<file path="src/rtl/tile_pkg.sv">
// Shared types and bitmap contents for the tile drawer. The bitmaps are 20x20
// RGB332 images, each source pixel shown as a 4x4 block on screen.
package tile_pkg;

  typedef enum logic [1:0] {
    EMPTY = 2'd0,
    WALL  = 2'd1,
    SPIKE = 2'd2,
    ANIM  = 2'd3
  } tile_t;

  localparam int         TILE_SIZE           = 80;
  localparam int         BMP_DIM             = 20;
  localparam logic [7:0] TRANSPARENT_DEFAULT = 8'hFF;

  // ROM address; its field order gives {type, phase, row, col}.
  typedef struct packed {
    tile_t      kind;
    logic       phase;
    logic [4:0] row;
    logic [4:0] col;
  } bmp_addr_t;

  typedef struct packed {
    bmp_addr_t addr;
    logic      in_range;
  } stage1_t;

  // WALL is a brick pattern, SPIKE a lower-right triangle on a clear
  // background, and ANIM a checkerboard whose second phase punches holes.
  function automatic logic [7:0] bitmap_px(input bmp_addr_t a, input logic [7:0] clear);
    logic [5:0] diag;
    logic       odd;
    diag = {1'b0, a.row} + {1'b0, a.col};
    odd  = a.row[0] ^ a.col[0];
    case (a.kind)
      WALL:    bitmap_px = (a.row[1:0] == 2'b11 || a.col[2:0] == 3'b111) ? 8'h49 : 8'hC4;
      SPIKE:   bitmap_px = (diag >= 6'd19) ? 8'hFC : clear;
      ANIM:    bitmap_px = a.phase ? (odd ? clear : 8'hE0) : (odd ? 8'h1C : 8'h03);
      default: bitmap_px = clear;
    endcase
  endfunction

endpackage

</file>
<file path="src/rtl/tile_bitmap_rom.sv">
// Bitmap lookup with a registered read; this is the second pipeline stage and
// produces the final masked colour and draw request.
module tile_bitmap_rom
  import tile_pkg::*;
#(
  parameter logic [7:0] TRANSPARENT = TRANSPARENT_DEFAULT
) (
  input  logic       clk,
  input  logic       resetN,
  input  bmp_addr_t  addr_i,
  input  logic       valid_i,
  output logic       draw_o,
  output logic [7:0] rgb_o
);

  logic [7:0] px;
  logic       draw_d, draw_q;
  logic [7:0] rgb_d, rgb_q;

  // NOTE: every always_comb output gets a value on every path, so no latch is inferred.
  always_comb begin
    px     = bitmap_px(addr_i, TRANSPARENT);
    draw_d = valid_i && (px != TRANSPARENT);
    rgb_d  = draw_d ? px : 8'h00;
  end

  // NOTE: the bitmap is a constant table, so only the output register needs a reset.
  always_ff @(posedge clk or negedge resetN) begin
    if (!resetN) begin
      draw_q <= 1'b0;
      rgb_q  <= 8'h00;
    end else begin
      draw_q <= draw_d;
      rgb_q  <= rgb_d;
    end
  end

  assign draw_o = draw_q;
  assign rgb_o  = rgb_q;

endmodule

</file>
<file path="src/rtl/tile_bitmap_drawer.sv">
// Two-stage tile pixel drawer: stage 1 registers bitmap coordinates and phase,
// stage 2 (tile_bitmap_rom) the colour. Define TILE_ANIM_EN for animated tiles.
module tile_bitmap_drawer
  import tile_pkg::*;
#(
  parameter int unsigned ANIM_PERIOD = 16,
  parameter logic [7:0]  TRANSPARENT = TRANSPARENT_DEFAULT
) (
  input  logic        clk,
  input  logic        resetN,
  input  logic [10:0] offsetX,
  input  logic [10:0] offsetY,
  input  logic [1:0]  Tile_type,
  input  logic        startOfFrame,
  output logic        drawingRequest,
  output logic [7:0]  RGBout
);

  logic    phase;
  stage1_t s1_d, s1_q;

`ifdef TILE_ANIM_EN
  localparam logic [7:0] PERIOD_LAST = 8'(ANIM_PERIOD - 1);

  logic [7:0] frame_cnt_q;
  logic       phase_q;

  // NOTE: sequential state uses non-blocking assignments so all flops update together.
  always_ff @(posedge clk or negedge resetN) begin
    if (!resetN) begin
      frame_cnt_q <= 8'd0;
      phase_q     <= 1'b0;
    end else if (startOfFrame) begin
      if (frame_cnt_q == PERIOD_LAST) begin
        frame_cnt_q <= 8'd0;
        phase_q     <= ~phase_q;
      end else begin
        frame_cnt_q <= frame_cnt_q + 8'd1;
      end
    end
  end

  assign phase = phase_q;
`else
  logic unused_cfg;

  assign phase      = 1'b0;
  // Without animation the frame pulse and period have no effect.
  assign unused_cfg = startOfFrame | (ANIM_PERIOD == 0);
`endif

  always_comb begin
    s1_d.addr.kind  = tile_t'(Tile_type);
    s1_d.addr.phase = phase;
    s1_d.addr.row   = offsetY[6:2];
    s1_d.addr.col   = offsetX[6:2];
    s1_d.in_range   = (offsetX < 11'(TILE_SIZE)) && (offsetY < 11'(TILE_SIZE));
  end

  always_ff @(posedge clk or negedge resetN) begin
    if (!resetN) begin
      s1_q <= '0;
    end else begin
      s1_q <= s1_d;
    end
  end

  tile_bitmap_rom #(
    .TRANSPARENT(TRANSPARENT)
  ) u_rom (
    .clk    (clk),
    .resetN (resetN),
    .addr_i (s1_q.addr),
    .valid_i(s1_q.in_range && (s1_q.addr.kind != EMPTY)),
    .draw_o (drawingRequest),
    .rgb_o  (RGBout)
  );

endmodule

</file>
<file path="config.mk">
export PLATFORM = sky130hd
export DESIGN_NAME = tile_bitmap_drawer
export DESIGN_NICKNAME = d
export VERILOG_FILES = /design/src/rtl/tile_pkg.sv /design/src/rtl/tile_bitmap_rom.sv /design/src/rtl/tile_bitmap_drawer.sv
export SDC_FILE = /design/constraint.sdc
export NUM_CORES = 1
export LEC_CHECK = 0
export CAP_MARGIN = 20
export CORE_UTILIZATION = 25
export DETAILED_ROUTE_END_ITERATION = 16
export MAX_ROUTING_LAYER = met4
export SETUP_SLACK_MARGIN = 0.4
export SYNTH_ARGS = -nofsm -noshare
export SYNTH_HDL_FRONTEND = slang
export SYNTH_SLANG_ARGS = --single-unit
export TNS_END_PERCENT = 50
</file>
<file path="constraint.sdc">
create_clock -name clk -period 2.75 [get_ports clk]
set_clock_uncertainty 0.15 [all_clocks]
set_input_delay 0.825 -clock clk [delete_from_list [all_inputs] [get_ports clk]]
set_output_delay 0.825 -clock clk [all_outputs]
set_load 0.01 [all_outputs]
</file>
==> out/summary.json <==
{
  "outcome": "completed",
  "numClockSinks": 22,
  "antenna_cells": 0,
  "synth_edf_count": 0,
  "worstPathMaxFanout": 7,
  "slew_at_the_pin_with_the_worst_max_slew_slack_ps": 354,
  "gp_congestion": 0.750,
  "cp_data_arrival_time_ps": 2280,
  "grt_max_degree": 23,
  "reg2reg_setup_slack_ps": 500,
  "number_of_global_route_vias_before_repair": 758,
  "worstSetupPathType": "reg2reg",
  "grt_use_total_pct": 10.2,
  "post_drt_via_cell_ratio": 4.40,
  "static-leakage-power_nw": 0.622,
  "ys_warn_count": 0,
  "total_congestion_overflow_after_global_routing": 0,
  "launch_instance_of_the_worst_register_to_register_path": "s1_q[1]",
  "reg2regPathDepth": 8,
  "synth_seq_area_share_pct": 58.0,
  "hold_path_class": "reg2reg",
  "remaining_drc_errors": 0,
  "antenna_violations_before_repair": 0,
  "mappedNetlistArea_um2": 948,
  "final-max-slew-violation-count": 0,
  "grt_pass1_wl_um": 3080,
  "drtAntennaViolNets": 0,
  "core_area_um2": 3660,
  "wl_um": 1820,
  "root_buffer_master": "sky130_fd_sc_hd__clkbuf_8",
  "timing.critical_path.required_ps": 2780,
  "design.final.nets": 152,
  "async_reset_ff_share_pct": 100,
  "clockBufferDepth": 2,
  "synth_seq_cells": 22,
  "per_instance_average_area_after_synthesis_um2": 11.9,
  "total_i_o_pin_count": 36,
  "clock_latency_ps": 260,
  "vias": 731,
  "vdd_ir_drop_max_uv": 148,
  "finalCoreUtilization_pct": 38.6,
  "drt_iter0_markers": 13,
  "syn-num-nets": 113,
  "commonest_non_fill_non_tap_cell_in_the_layout": "sky130_fd_sc_hd__clkdlybuf4s50_1",
  "power-per-cell-area_nw_per_um2": 478,
  "number_of_optimization_iterations_in_the_first_detailed_route_pass": 4,
  "ys_types": 27,
  "floorplan.die.height_um": 63.6,
  "floorplan.rows": 22,
  "rsz0062_at_grt": "false",
  "setup_viol": 0,
  "critical_path.startpoint": "s1_q[1]",
  "critical_path.max_stage_delay_ps": 360,
  "ff_to_ff_end": "u_rom.rgb_o[2]",
  "area_delta_synth_final_pct": 48.9,
  "width_of_the_die_um": 63.6,
  "hpwl_um": 1400,
  "numCtsBuffers": 3,
  "count_of_fill_cells_added_during_filler_insertion": 362,
  "cts.htree.levels": 1,
  "max_slew_margin_pct": 76.1,
  "syn-instance-count": 80,
  "dieArea_um2": 4040,
  "buffer_ports.inserted": 30,
  "worstPathCellList": "ha_2, inv_1, fa_2, nand2b_4, o2bb2ai_2, nor3b_2, mux2_4, a211oi_2",
  "detail_route.wl_per_cell_um": 11.0,
  "final_hold_vio_count": 0,
  "most_used_cells_in_the_layout_excluding_fill_and_tap_cells": "30 x sky130_fd_sc_hd__clkdlybuf4s50_1, 22 x sky130_fd_sc_hd__dfrtp_1, 8 x sky130_fd_sc_hd__a21oi_1, 6 x sky130_fd_sc_hd__nand2_1, 5 x sky130_fd_sc_hd__o21ai_0",
  "worst_setup_path_end_kind": "flop",
  "critPathCapture": "u_rom.rgb_o[2]",
  "path_clk_slew_ps": 70,
  "layout-drive-gt1-share_pct": 15.3,
  "post-route-period-util_pct": 82.0,
  "setup-tns-final_ps": 0,
  "worst_setup_path_start_kind": "flop",
  "critPathSlowestCell": "sky130_fd_sc_hd__dfrtp_1",
  "max_freq_mhz": 444,
  "main_synth_ff_type": "sky130_fd_sc_hd__dfrtp_1",
  "tritoncts": "yes",
  "maxCapViolCount": 0,
  "initial_utilization_pct": 25.9,
  "layout_min_cycle_time_ps": 2250
}
-- repair_timing --
item	CTS	global route
hold buffers	0	0
gates resized for setup	0	4
buffers inserted	0	3
setup endpoints to repair	0	7
-- power by group --
group          total, W  switching [W]  internal (W)
Sequential     0.000339     0.00000693      0.000332
Clock          0.000223      0.0000953      0.000127
Combinational  0.000113      0.0000509     0.0000620
-- metrics by stage --
| step | setup WS (ps) | cells | hold WS (ps) | total power [W] | instance area (µm²) |
|---|---|---|---|---|---|
| floorplan | 616 | 80 | 379 | 0.000399 | 948 |
| global placement | 520 | 159 | 421 | 0.000446 | 1320 |
| detailed placement | 453 | 159 | 419 | 0.000450 | 1320 |
| CTS | 435 | 163 | 430 | 0.000676 | 1370 |
| global route | 376 | 166 | 484 | 0.000711 | 1410 |
| finish | 496 | 166 | 431 | 0.000675 | 1410 |
-- critical path, delay by kind of cell (launching register included) --
family	cells	cell delay (ps)
and+or+nand+nor	2	370
DFF	1	360
adders and majority gates	2	530
muxes	1	360
buffers and inverters	1	60
AOI/OAI and AO/OA	2	350
-- per-layer routing --
metal  part of all wire [%]  track usage, %  vias to the layer above
met4                    2.4            5.11                        0
met2                     50            18.0                       29
li1                       -               -                      355
met5                      0               -                        -
met1                     41            10.5                      342
met3                    6.3            2.17                        5
-- cell type report --
class	instances	area, µm²	share of cell area (%)
repair buffers	34	330	23.4
multi-input cells	52	394	27.9
flip-flops and latches	22	551	39.0
clock buffers	4	55.1	3.90
inverters	6	22.5	1.59
well taps	48	60.1	4.25
-- kinds of logic (layout without fill, tap and decap cells) --
| family | Yosys count | count (layout) | share of synthesized area, % |
|---|---|---|---|
| compound gates | 22 | 22 | 15.4 |
| xor+xnor | 1 | 1 | 0.924 |
| fa+ha+maj | 6 | 6 | 8.71 |
| buf+inv | 6 | 44 | 2.37 |
| flops | 22 | 22 | 58.0 |
| mux | 1 | 1 | 1.58 |
| simple gates | 22 | 22 | 12.9 |
-- cells in the mapped netlist (all sizes together), types with 2 or more instances --
library cell,n,area [µm²]
a21o,2,15.0
nor2,3,11.3
a21oi,9,56.3
nor4,2,12.5
ha,5,62.6
inv,6,22.5
nand2b,3,18.8
o21ai,7,35.0
dfrtp,22,551
nand2,6,22.5
nand3,2,10.0
-- worst min path at each step --
stage	startpoint	to	slack [ps]	depth (start not counted)
floorplan	resetN	s1_q[0]	380	0
global placement	s1_q[0]	u_rom.rgb_o[5]	420	2
detailed placement	s1_q[0]	u_rom.rgb_o[5]	420	2
CTS	s1_q[0]	u_rom.rgb_o[5]	430	2
global route	s1_q[0]	u_rom.rgb_o[5]	480	2
finish	s1_q[0]	u_rom.rgb_o[5]	430	2
-- state kept, by name, summed over array words and instances (netlist names) --
name          cells
u_rom.draw_o      1
u_rom.rgb_o       8
s1_q             13
Note: power is estimated with default switching activity, not from simulation.
